==> src/rtl/clock_gate_ctrl_if.sv <==
// rtl/clock_gate_ctrl_if.sv - request/enable bundle between domain requesters and clock_gate_ctrl
// Optional CLOCK_GATE_CTRL_EVENT_CNT_EN adds the packed gateEvents counter vector.
interface clock_gate_ctrl_if #(
  parameter int WIDTH = 3
);
  logic             enable;
  logic [WIDTH-1:0] forceOn;
  logic [WIDTH-1:0] busy;
  logic [WIDTH-1:0] clkGate;
  logic [WIDTH-1:0] wakeAck;
`ifdef CLOCK_GATE_CTRL_EVENT_CNT_EN
  logic [WIDTH*8-1:0] gateEvents;

  modport master (output enable, forceOn, busy, input clkGate, wakeAck, gateEvents);
  modport slave  (input enable, forceOn, busy, output clkGate, wakeAck, gateEvents);
`else
  modport master (output enable, forceOn, busy, input clkGate, wakeAck);
  modport slave  (input enable, forceOn, busy, output clkGate, wakeAck);
`endif
endinterface

==> src/rtl/clock_gate_ctrl.sv <==
// rtl/clock_gate_ctrl.sv - per-domain idle clock-gate enable generator with wake acknowledge
// Optional CLOCK_GATE_CTRL_EVENT_CNT_EN adds 8-bit saturating gate-off event counters.
module clock_gate_ctrl #(
  parameter int WIDTH       = 3,
  parameter int IDLE_CYCLES = 16
) (
  input  logic             clk,
  input  logic             rst,
  clock_gate_ctrl_if.slave gateIf
);
  localparam int                CNT_W = $clog2(IDLE_CYCLES + 1);
  localparam logic [CNT_W-1:0] TERM  = CNT_W'(IDLE_CYCLES - 1);

  typedef enum logic [1:0] {
    ON   = 2'd0,
    OFF  = 2'd1,
    WAKE = 2'd2
  } state_t;

  logic [WIDTH-1:0] gateVec;
  logic [WIDTH-1:0] ackVec;
`ifdef CLOCK_GATE_CTRL_EVENT_CNT_EN
  logic [WIDTH*8-1:0] eventVec;
`endif

  for (genvar i = 0; i < WIDTH; i++) begin : gChan
    state_t           state;
    logic [CNT_W-1:0] idleCnt;
    logic             ackQ;
    logic             gateQ;
    logic             hold;
`ifdef CLOCK_GATE_CTRL_EVENT_CNT_EN
    logic [7:0]       evCnt;
`endif

    assign hold = !gateIf.enable || gateIf.forceOn[i];

    always_ff @(posedge clk or posedge rst) begin
      if (rst) begin
        state   <= ON;
        idleCnt <= '0;
        ackQ    <= 1'b0;
`ifdef CLOCK_GATE_CTRL_EVENT_CNT_EN
        evCnt   <= 8'd0;
`endif
      end else begin
        ackQ <= 1'b0;
        case (state)
          ON: begin
            // busy or hold on the terminal-count edge keeps the channel on
            if (gateIf.busy[i] || hold) begin
              idleCnt <= '0;
            end else if (idleCnt == TERM) begin
              state   <= OFF;
              idleCnt <= '0;
`ifdef CLOCK_GATE_CTRL_EVENT_CNT_EN
              if (evCnt != 8'hFF) evCnt <= evCnt + 8'd1;
`endif
            end else begin
              idleCnt <= idleCnt + CNT_W'(1);
            end
          end
          OFF: begin
            if (gateIf.busy[i] || hold) begin
              state <= WAKE;
              ackQ  <= 1'b1;
            end
          end
          WAKE: begin
            state   <= ON;
            idleCnt <= '0;
          end
          default: begin
            state   <= ON;
            idleCnt <= '0;
          end
        endcase
      end
    end

    // Retimed to the falling edge so the downstream AND gate only sees changes while clk is low
    always_ff @(negedge clk or posedge rst) begin
      if (rst) gateQ <= 1'b1;
      else     gateQ <= (state != OFF);
    end

    assign gateVec[i] = gateQ;
    assign ackVec[i]  = ackQ;
`ifdef CLOCK_GATE_CTRL_EVENT_CNT_EN
    assign eventVec[i*8 +: 8] = evCnt;
`endif
  end

  assign gateIf.clkGate = gateVec;
  assign gateIf.wakeAck = ackVec;
`ifdef CLOCK_GATE_CTRL_EVENT_CNT_EN
  assign gateIf.gateEvents = eventVec;
`endif
endmodule

==> src/flat_wrapper.sv <==
// flat-port wrapper written by rule: the top's interface ports become plain ports
module clock_gate_ctrl_flat 
#(
  parameter int WIDTH       = 3,
  parameter int IDLE_CYCLES = 16
)
  (clk, rst, gateIf_enable, gateIf_forceOn, gateIf_busy, gateIf_clkGate, gateIf_wakeAck);
  clock_gate_ctrl_if #(.WIDTH(WIDTH)) gateIf_i ();
  input  logic clk;
  input  logic rst;
  input wire logic [$bits(gateIf_i.enable)-1:0] gateIf_enable;
  input wire logic [$bits(gateIf_i.forceOn)-1:0] gateIf_forceOn;
  input wire logic [$bits(gateIf_i.busy)-1:0] gateIf_busy;
  output wire logic [$bits(gateIf_i.clkGate)-1:0] gateIf_clkGate;
  output wire logic [$bits(gateIf_i.wakeAck)-1:0] gateIf_wakeAck;
  assign gateIf_i.enable = gateIf_enable;
  assign gateIf_i.forceOn = gateIf_forceOn;
  assign gateIf_i.busy = gateIf_busy;
  assign gateIf_clkGate = gateIf_i.clkGate;
  assign gateIf_wakeAck = gateIf_i.wakeAck;
  clock_gate_ctrl #(.WIDTH(WIDTH), .IDLE_CYCLES(IDLE_CYCLES)) u_core (.clk(clk), .rst(rst), .gateIf(gateIf_i));
endmodule
==> config.mk <==
export PLATFORM = sky130hd
export DESIGN_NAME = clock_gate_ctrl_flat
export DESIGN_NICKNAME = d
export VERILOG_FILES = /design/src/rtl/clock_gate_ctrl_if.sv /design/src/rtl/clock_gate_ctrl.sv /design/src/flat_wrapper.sv
export SDC_FILE = /design/constraint.sdc
export NUM_CORES = 1
export LEC_CHECK = 0
export BUFFER_PORTS_ARGS = -buffer_cell sky130_fd_sc_hd__buf_2
export CORE_MARGIN = 4
export CORE_UTILIZATION = 59
export CTS_BUF_LIST = sky130_fd_sc_hd__clkbuf_8
export CTS_CLUSTER_DIAMETER = 80
export DETAILED_ROUTE_END_ITERATION = 8
export PLACE_DENSITY = 0.81
export SLEW_MARGIN = 30
export SYNTH_ARGS = -nofsm -noshare
export SYNTH_HDL_FRONTEND = slang
export SYNTH_SLANG_ARGS = --single-unit
==> constraint.sdc <==
create_clock -name clk -period 2.09 [get_ports clk]
set_input_delay 0.418 -clock clk [delete_from_list [all_inputs] [get_ports clk]]
set_output_delay 0.418 -clock clk [all_outputs]
set_load 0.02 [all_outputs]
# Yosys cells after proc, flatten, opt, wreduce, memory -nomap -nowiden

Index checks and enable logic that the tools add are counted.

Reduce and logical (&&, ||, !) cells: 13
Mux-type cells: 27
Add/sub/neg operators: 3
Equality and inequality tests: 18

Operator list:

| kind                                                | number |
|---|---|
| two-way mux 5 bit                                   | 6 |
| case mux 5 bit (2 select lines)                     | 3 |
| two-way mux 2 bit                                   | 9 |
| != test 2 x 1 -> 1 bit, second input constant       | 9 |
| adder 5 x 1 -> 5 bit, second input constant         | 3 |
| equality test 5 x 4 -> 1 bit, second input constant | 3 |
| case mux 2 bit (2 select lines)                     | 3 |
| AND reduction 3 bit                                 | 3 |
| equality test 2 x 1 -> 1 bit, second input constant | 3 |
| logical NOT 2 bit                                   | 3 |
| logical OR 1 bit                                    | 6 |
| two-way mux 1 bit                                   | 6 |
| != test 2 bit, second input constant                | 3 |
| logical NOT 1 bit                                   | 1 |

Logic and storage cells: 73
Flip-flop bits (word level): 27
Input port bits: 9

# Longest topological paths before layout

Gate-level depths: netlist (run 1).

Depth in word-level cells: 5
Gate-level depth with buffers: 5
Gate-level depth less buffers: 5

==> impl_metrics.csv, run 1 <==
group,metric,value,unit
synthesis,synth_top_cell_area_share,49.0,%
clock_network,root_buffer,"clkbuf_8",
global_route,grt.busiest_layer,"met2",
layout,final_area,1420,sq um
floorplan,die_w,53.6,um
worst_setup_path,worstPathRequired,1.67,ns
sta,finalSetupViolations,3,
sta,worst_slack,-0.327,ns
synthesis,async_flop_share,100,%
clock_network,h-tree-depth,1,
worst_setup_path,path_max_fanout,1,
routing,wirelength,2.17,mm
worst_setup_path,slowest_stage,"dfstp_2",
worst_setup_path,worstSetupStartpointType,"flip-flop",
worst_setup_path,path_buf_inv,1,
global_route,grt_max_degree,16,
synthesis,synthFlopType,"dfrtp_1",
placement,io_buffers,14,
placement,hpwl,1.70,mm
synthesis,yosys-top-cells-count,"24 x dfrtp_1, 9 x nor2_1, 7 x nand2_1",
worst_setup_path,crit_family,"flip-flops",
routing,drtIter0Drc,15,
sta,hold_viol,0,
layout,drive_above_1_share,27.1,%
global_route,grt_first_pass_wirelength,3.84,mm
layout,syn2layout_area_growth,15.8,%
synthesis,synthCells,110,
placement,gp_congestion,0.825,
synthesis,netlist_area,1220,sq um
synthesis,yosysUniqueCellTypes,33,
layout,diodes,0,
global_route,antenna_found_initial,0,
floorplan,core_area,1960,sq um
sta,tightest_slew,0.569,ns
synthesis,yosysTopAreaCell,"dfrtp_1",
clock_network,clk_pin_slew,0.09,ns
floorplan,start_util,62.4,%
sta,tns,-0.970,ns
power_and_ir_drop,power_density,707,nW/um^2
sta,relSlewSlack,61.5,%
worst_setup_path,worstSetupPathType,"flip-flop to output port",
routing,first_pass_iters,4,
synthesis,postSynthAreaPerCell,11.1,sq um
clock_network,cts_num_sinks,27,
synthesis,ys_top_cells_by_area,"dfrtp_1 49%, dfstp_2 6.4%, buf_4 3.7%",
floorplan,die-area,2870,sq um
synthesis,yosysWarnings,0,
placement,pre_cts_slack,-0.0199,ns
sta,skew,0.0642,ns
global_route,use_met3,2.22,%
run_status,failed_checks,"setup timing",
routing,vias_per_cell,5.74,
floorplan,fp.dieH,53.6,um
floorplan,rows,16,
global_route,grt_overflow,0,
power_and_ir_drop,cellLeakagePower,0.000684,uW
worst_setup_path,arrival,2.00,ns
layout,fin_cells,156,
worst_setup_path,endpoint_kind,"output port",
sta,finalMaxSlewViolations,0,
run_status,status,"finished, violations left",
synthesis,ys_ff_latch,27,
clock_network,cts_buffers,3,
synthesis,seq_area_frac_synth,55.5,%
worst_setup_path,r2r_slack,0.27,ns
sta,whs,0.0921,ns
routing,drcViolationCount,0,
placement,place_area,1320,sq um
worst_setup_path,crit_chain,"buf_6",
clock_network,hold_buffers,0,
sta,grt_setup_unrepaired,"true",
run,drv_cap,0,
synthesis,syn-num-nets,122,
clock_network,clock_latency,0.33,ns
power_and_ir_drop,ir_drop,0.539,mV
synthesis,synth_edf_count,0,
global_route,met2_usage,32.0,%
routing,wl_per_cell,13.9,um
clock_network,cts_buffer_depth,2,
worst_setup_path,slowest_delay,0.52,ns
global_route,grt_pass1_vias,922,
clock_network,cts_tree,"built",
synthesis,yosysMostFrequentCell,"dfrtp_1",
floorplan,pin_count,15,
routing,routed-via-count,896,
global_route,grt_use_met1,23.0,%
routing,ant_nets,0,
worst_hold_path,holdCritPathClass,"input port to asynchronous set/reset pin",
placement,dp_cells,150,
layout,nNetsFinal,142,
global_route,track_usage,18.1,%
==> power by group <==
| part | switching (uW) | internal [uW] |
|---|---|---|
| Combinational | 26.8 | 17.0 |
| Clock | 166 | 263 |
| Sequential | 3.30 | 526 |
==> kinds of logic after synthesis <==
kind of cell / Yosys count / synth area share (%)
AND/OR/NAND/NOR: 35 / 17.6
buffers and inverters: 16 / 6.74
XOR/XNOR: 2 / 1.43
adder cells (fa/ha/maj): 3 / 3.06
flip-flops: 27 / 55.5
AO/OA/AOI/OAI: 27 / 15.7
==> metal layers <==
layer	vias to the layer above	share of wire, %
met3	2	3.8
li1	430	-
met2	17	50
met1	447	45
met4	0	0.97
met5	-	0
==> worst reg2reg max path, cell delays in order (launching register included) <==
cell,delay [ns]
dfrtp_1,0.44
inv_2,0.07
nor2_1,0.16
inv_2,0.08
==> metrics by stage <==
stage	total power, uW	utilization, %
floorplan	574	-
global placement	593	67.3
detailed placement	595	67.3
CTS	1020	72.3
global route	1050	72.3
finish	1000	72.3
==> sequential cells by signal (all words and copies together), names as in the netlist <==
signal and cells:
u_core.gChan.state 6, u_core.gChan.gateQ 3, u_core.gChan.ackQ 3, u_core.gChan.idleCnt 15
==> cell type report <==
class                      instances  area (sq um)
clock buffer                       3          41.3
clock inverter                     4          41.3
fill                             153           543
inverter                           9          33.8
multi-input combinational         67           463
sequential                        27           679
tap                               27          33.8
timing repair buffer              19           126
==> layout by cell type (no fill, tap or decap), drive strengths merged, types with 2 or more instances in the layout <==
cell type,count
o21a,3
nor4b,2
nor2,9
buf,19
nand2,7
a31oi,4
nor2b,2
clkbuf,3
a32o,3
inv,12
xnor2,2
nand3,4
nand4b,2
ha,3
or4b,3
a21oi,6
dfrtp,24
dfstp,3
o32ai,2
o21ai,3
==> worst paths after layout <==
kind	start	end	cells after the start
max in group asynchronous	rst	u_core.gChan[0].gateQ	2
min	rst	u_core.gChan[0].idleCnt[2]	2
min in group clk	gateIf_forceOn[1]	u_core.gChan[1].state[1]	3
min reg2reg	u_core.gChan[2].state[1]	u_core.gChan[2].idleCnt[2]	1
max	u_core.gChan[1].gateQ	gateIf_clkGate[1]	1
max reg2reg	u_core.gChan[0].state[0]	u_core.gChan[0].gateQ	3
==> timing repair <==
item                       CTS  global route
gates resized for setup      6             0
setup endpoints to repair    3             3
gates cloned                 0             0
buffers inserted             0             0
Power figures use the tool's default switching activity.
==> run 2, diff against run 1 <==
==> constraint.sdc (replaced) <==
create_clock -name clk -period 2.09 [get_ports clk]
set_input_delay 0.1045 -clock clk [delete_from_list [all_inputs] [get_ports clk]]
set_output_delay 0.1045 -clock clk [all_outputs]
set_load 0.02 [all_outputs]
==> run 2 against run 1 <==
  * Clock skew decreased by 0.0012 ns
  * The run still ends with setup timing left
  * Core utilization increased by 0.13 points
  * Flip-flop and latch count unchanged
  * First-iteration DRC count increased by 47%
  * Die area unchanged
  * Count of clock-buffer cells in the layout unchanged
  * Global-route usage increased by 2.0 points
  * Sequential share of layout area decreased by 0.084 points
  * Routed wire length increased by 4.0%
  * Non-clock buffer count unchanged
==> impl_metrics.csv, run 2 (synthesis gave the netlist of run 1 again) <==
group,metric,value,unit
sta,hold_viol,0,
sta,finalMaxSlewViolations,0,
worst_setup_path,arrival,2.00,ns
floorplan,fp.dieH,53.6,um
clock_network,cts_setup_buffers,0,
routing,first_pass_iters,4,
worst_hold_path,min_from,"gateIf_forceOn[1]",
layout,reg_top3,"u_core.gChan.idleCnt: 15 flops, u_core.gChan.state: 6 flops",
layout,drive_above_1_share,26.4,%
clock_network,cts_buffers,3,
worst_hold_path,holdCritPathClass,"input port to flip-flop",
worst_setup_path,worst-r2r-cell-count,2,
power_and_ir_drop,ir_drop,0.684,mV
sta,skew,0.0631,ns
routing,wirelength,2.26,mm
floorplan,start_util,62.4,%
power_and_ir_drop,internal-power,808,uW
worst_setup_path,crit_family,"flip-flops",
power_and_ir_drop,pwr-share-seq,52.2,%
layout,regMostFlops,"u_core.gChan.idleCnt",
power_and_ir_drop,power_density,713,nW/um^2
placement,io_buffers,14,
power_and_ir_drop,power_frac_comb,4.5,%
worst_setup_path,endpoint_kind,"output port",
sta,worst_slack,-0.0184,ns
placement,hpwl,1.69,mm
run_status,failed_checks,"setup timing",
floorplan,rows,16,
layout,fin_cells,156,
layout,layout_common_cells,"24 x dfrtp_1, 11 x buf_2, 9 x nor2_1, 8 x inv_1, 7 x nand2_1",
layout,nNetsFinal,142,
run,drv_cap,0,
clock_network,clock_latency,0.34,ns
sta,tightest_slew,0.529,ns
routing,wl_per_cell,14.5,um
global_route,grt_pass1_vias,937,
layout,filler_cell_count,150,
floorplan,die-area,2870,sq um
power_and_ir_drop,swShare,20.3,%
layout,seq_area,679,sq um
clock_network,cts_tree,"built",
global_route,track_usage,20.0,%
layout,largest_reg_flops,15,
routing,ant_nets,0,
power_and_ir_drop,power.share.clock,43.3,%
global_route,grt_max_degree,16,
worst_setup_path,r2r-start,"u_core.gChan[2].state[0]",
power_and_ir_drop,switchingPower,205,uW
power_and_ir_drop,cellLeakagePower,0.000682,uW
worst_hold_path,holdPathStages,3,
global_route,use_met3,3.88,%
worst_hold_path,hold_end,"u_core.gChan[1].state[1]",
clock_network,cts_buffer_depth,2,
clock_network,h-tree-depth,1,
worst_setup_path,slowest_stage,"dfstp_2",
placement,dp_cells,149,
sta,tns,-0.0513,ns
worst_setup_path,crit_cells,1,
global_route,grt_overflow,0,
layout,syn2layout_area_growth,16.0,%
global_route,grt_use_met1,24.8,%
worst_setup_path,path_max_fanout,1,
worst_setup_path,r2r_end,"u_core.gChan[2].gateQ",
routing,routed-via-count,881,
worst_setup_path,r2r_slack,0.17,ns
routing,drcViolationCount,0,
layout,multi_input_area,463,sq um
worst_setup_path,crit_chain,"buf_6",
floorplan,die_w,53.6,um
placement,pre_cts_slack,0.151,ns
global_route,grt_first_pass_wirelength,4.08,mm
floorplan,pin_count,15,
worst_setup_path,worstSetupStartpointType,"flip-flop",
worst_setup_path,worstSetupPathType,"flip-flop to output port",
routing,vias_per_cell,5.65,
layout,diodes,0,
worst_setup_path,slowest_delay,0.51,ns
run_status,status,"finished, violations left",
placement,gp_congestion,0.810,
clock_network,clk_pin_slew,0.09,ns
clock_network,cts_num_sinks,27,
worst_setup_path,worstPathRequired,1.99,ns
global_route,grt.busiest_layer,"met2",
global_route,antenna_found_initial,0,
floorplan,core_area,1960,sq um
sta,relSlewSlack,64.2,%
global_route,met2_usage,32.7,%
routing,drtIter0Drc,22,
clock_network,root_buffer,"clkbuf_8",
layout,layout_commonest_cell,"dfrtp_1",
sta,grt_setup_unrepaired,"true",
worst_setup_path,path_buf_inv,1,
sta,finalSetupViolations,3,
## run 2: changes by cell type in the layout (fill, tap and decap cells not counted)
| cell | change |
|---|---|
| buf_4 | -1 |
| dlygate4sd3_1 | +1 |
## run 2: power by group through the flow
stage | Sequential (uW) | Clock (uW) | Combinational, uW
after floorplan | 538 | 11.9 | 23.7
after global placement | 539 | 11.9 | 42.2
after detailed placement | 539 | 11.9 | 44.2
after CTS | 529 | 445 | 46.0
after global routing | 530 | 467 | 51.7
final | 529 | 439 | 45.4
## run 2: layout make-up
type / instances / area share [%]
Tap cell: 27 / 2.38
Inverter: 9 / 2.38
Timing Repair Buffer: 19 / 9.07
Sequential cell: 27 / 47.8
Clock buffer: 3 / 2.90
Multi-Input combinational cell: 67 / 32.6
Clock inverter: 4 / 2.90
## run 2: worst max-delay path by stage
stage	from	slack, ns	to
2_1_floorplan	u_core.gChan[0].state[0]	0.23	u_core.gChan[0].gateQ
3_3_place_gp	u_core.gChan[2].state[0]	0.21	u_core.gChan[2].gateQ
3_5_place_dp	u_core.gChan[2].state[0]	0.15	u_core.gChan[2].gateQ
4_1_cts	u_core.gChan[0].gateQ	-0.02	gateIf_clkGate[0]
5_1_grt	u_core.gChan[1].gateQ	-0.06	gateIf_clkGate[1]
6_report	u_core.gChan[1].gateQ	-0.02	gateIf_clkGate[1]
## run 2: worst register-to-register path: cells and delay by family, from the launching register on
| family | cells | cell delay (ns) |
|---|---|---|
| buffers and inverters | 1 | 0.10 |
| flip-flops | 1 | 0.41 |
| AND/OR/NAND/NOR | 1 | 0.34 |
## run 2: stage by stage
step,power [uW],hold WS (ns),instance area [sq um],util [%]
CTS,1020,0.0906,1420,72.4
global route,1050,0.125,1420,72.4
global placement,593,0.0838,1310,67.0
finish,1010,0.0912,1420,72.4
detailed placement,595,0.0945,1310,67.0
floorplan,574,0.155,1220,-
## run 2: timing repair
item | CTS | global route
hold buffers | 1 | 0
endpoints found under the setup margin | 3 | 3
hold endpoints to repair | 5 | 0
resized for setup | 6 | 0
## run 2: metal layers
| metal | up-vias | share of wire, % |
|---|---|---|
| li1 | 429 | - |
| met1 | 426 | 44 |
| met2 | 21 | 50 |
| met3 | 5 | 4.3 |
| met4 | 0 | 1.9 |
| met5 | - | 0 |
==> run 3, diff against run 2 <==
--- a/config.mk
+++ b/config.mk
@@ -12,6 +12,7 @@
 export CTS_CLUSTER_DIAMETER = 80
 export DETAILED_ROUTE_END_ITERATION = 8
 export PLACE_DENSITY = 0.81
+export SKIP_CTS_REPAIR_TIMING = 1
 export SLEW_MARGIN = 30
 export SYNTH_ARGS = -nofsm -noshare
 export SYNTH_HDL_FRONTEND = slang
==> run 3 against run 2 <==
  * The run still ends with setup timing left
  * Non-clock buffer count is the same
  * First-iteration DRC count is the same
  * Core utilization is the same
  * Count of clock-buffer cells in the layout is the same
  * Final cell count is the same
==> impl_metrics.csv, run 3 (synthesis gave the netlist of run 1 again) <==
group,metric,value,unit
run_status,status,"finished, violations left",
run_status,failed_checks,"setup timing",
layout,layout_common_cells,"24 x dfrtp_1, 11 x buf_2, 9 x nor2_1, 8 x inv_1, 7 x nand2_1",
global_route,grt_pass1_vias,914,
power_and_ir_drop,ir_drop,0.684,mV
worst_setup_path,worstPathRequired,1.99,ns
worst_setup_path,worst-r2r-cell-count,2,
worst_setup_path,cp-startpoint,"u_core.gChan[1].gateQ",
sta,hold_viol,0,
worst_setup_path,slowest_delay,0.51,ns
layout,regMostFlops,"u_core.gChan.idleCnt",
power_and_ir_drop,power_frac_comb,4.5,%
clock_network,clk_pin_slew,0.09,ns
layout,reg_top3,"u_core.gChan.idleCnt: 15 flops, u_core.gChan.state: 6 flops",
power_and_ir_drop,pwr-share-seq,52.2,%
worst_setup_path,worstSetupPathType,"flip-flop to output port",
worst_setup_path,crit_cells,1,
floorplan,core_area,1960,sq um
worst_setup_path,critPathCapture,"gateIf_clkGate[1]",
layout,final_util,72.4,%
layout,syn2layout_area_growth,16.0,%
layout,nNetsFinal,142,
worst_setup_path,endpoint_kind,"output port",
routing,routed-via-count,881,
global_route,grt_max_degree,16,
routing,wirelength,2.26,mm
clock_network,clock_latency,0.34,ns
worst_setup_path,arrival,2.00,ns
clock_network,cts_buffer_depth,2,
worst_hold_path,holdCritPathClass,"input port to flip-flop",
routing,first_pass_iters,4,
global_route,antenna_found_initial,0,
placement,pre_cts_slack,0.151,ns
clock_network,cts_tree,"built",
floorplan,rows,16,
power_and_ir_drop,power_density,713,nW/um^2
global_route,track_usage,19.7,%
routing,drtIter0Drc,22,
global_route,grt_first_pass_wirelength,4.02,mm
sta,finalMaxSlewViolations,0,
sta,grt_setup_unrepaired,"true",
layout,layout_commonest_cell,"dfrtp_1",
clock_network,cts_buffers,3,
layout,filler_cell_count,150,
worst_setup_path,r2r_slack,0.17,ns
power_and_ir_drop,switchingPower,206,uW
placement,hpwl,1.69,mm
power_and_ir_drop,swShare,20.3,%
layout,diodes,0,
clock_network,cts_num_sinks,27,
placement,gp_congestion,0.810,
worst_setup_path,path_max_fanout,1,
worst_hold_path,min_from,"gateIf_forceOn[1]",
worst_setup_path,worstSetupStartpointType,"flip-flop",
clock_network,root_buffer,"clkbuf_8",
floorplan,pin_count,15,
worst_setup_path,r2r-start,"u_core.gChan[2].state[0]",
worst_setup_path,crit_chain,"buf_6",
sta,whs,0.0911,ns
layout,fin_cells,156,
sta,tightest_slew,0.529,ns
sta,finalSetupViolations,3,
run,drv_cap,0,
routing,ant_nets,0,
floorplan,die_w,53.6,um
routing,drcViolationCount,0,
floorplan,start_util,62.4,%
routing,wl_per_cell,14.5,um
power_and_ir_drop,power.share.clock,43.3,%
worst_setup_path,crit_family,"flip-flops",
floorplan,die-area,2870,sq um
power_and_ir_drop,cellLeakagePower,0.000682,uW
sta,tns,-0.0515,ns
worst_setup_path,r2r_end,"u_core.gChan[2].gateQ",
sta,skew,0.0630,ns
sta,worst_slack,-0.0185,ns
power_and_ir_drop,internal-power,808,uW
floorplan,fp.dieH,53.6,um
worst_setup_path,slowest_stage,"dfstp_2",
placement,dp_cells,149,
placement,io_buffers,14,
global_route,grt_overflow,0,
routing,vias_per_cell,5.65,
layout,largest_reg_flops,15,
worst_setup_path,path_buf_inv,1,
clock_network,h-tree-depth,1,
sta,relSlewSlack,64.2,%
layout,drive_above_1_share,26.4,%
run 3: per-stage QoR:
step	power, uW	area [sq um]
after floorplan	574	1220
after global placement	593	1310
after detailed placement	595	1310
after CTS	1020	1390
after global routing	1050	1420
final	1010	1420
run 3: how the worst min path moves through the flow:
stage | endpoint | cells after the start
detailed placement | u_core.gChan[0].state[0] | 2
global route | u_core.gChan[1].ackQ | 3
global placement | u_core.gChan[0].ackQ | 2
finish | u_core.gChan[1].state[1] | 3
floorplan | u_core.gChan[0].ackQ | 1
CTS | u_core.gChan[0].ackQ | 2
run 3: area by class of cell:
| cell class | instances | area [sq um] | area share (%) |
|---|---|---|---|
| Clock buffer | 3 | 41.3 | 2.90 |
| Clock inverter | 4 | 41.3 | 2.90 |
| Inverter | 9 | 33.8 | 2.38 |
| Multi-Input combinational cell | 67 | 463 | 32.6 |
| Sequential cell | 27 | 679 | 47.8 |
| Tap cell | 27 | 33.8 | 2.38 |
| Timing Repair Buffer | 19 | 129 | 9.07 |
run 3: tightest hold or removal path, cell delays in order:
cell and delay, ns:
buf_2 0.11, nor3b_2 0.05, nor2_1 0.07
run 3: power groups by stage:
stage / clock (uW) / sequential, uW / combinational, uW
after floorplan: 11.9 / 538 / 23.7
after global placement: 11.9 / 539 / 42.2
after detailed placement: 11.9 / 539 / 44.2
after CTS: 445 / 529 / 44.6
after global routing: 466 / 530 / 51.7
final: 439 / 529 / 45.5
run 3: metal layers:
metal | global-route usage, % | part of all wire, %
met5 | 0 | 0
met4 | 10.6 | 1.9
met3 | 3.60 | 4.2
met2 | 32.7 | 50
met1 | 24.5 | 44
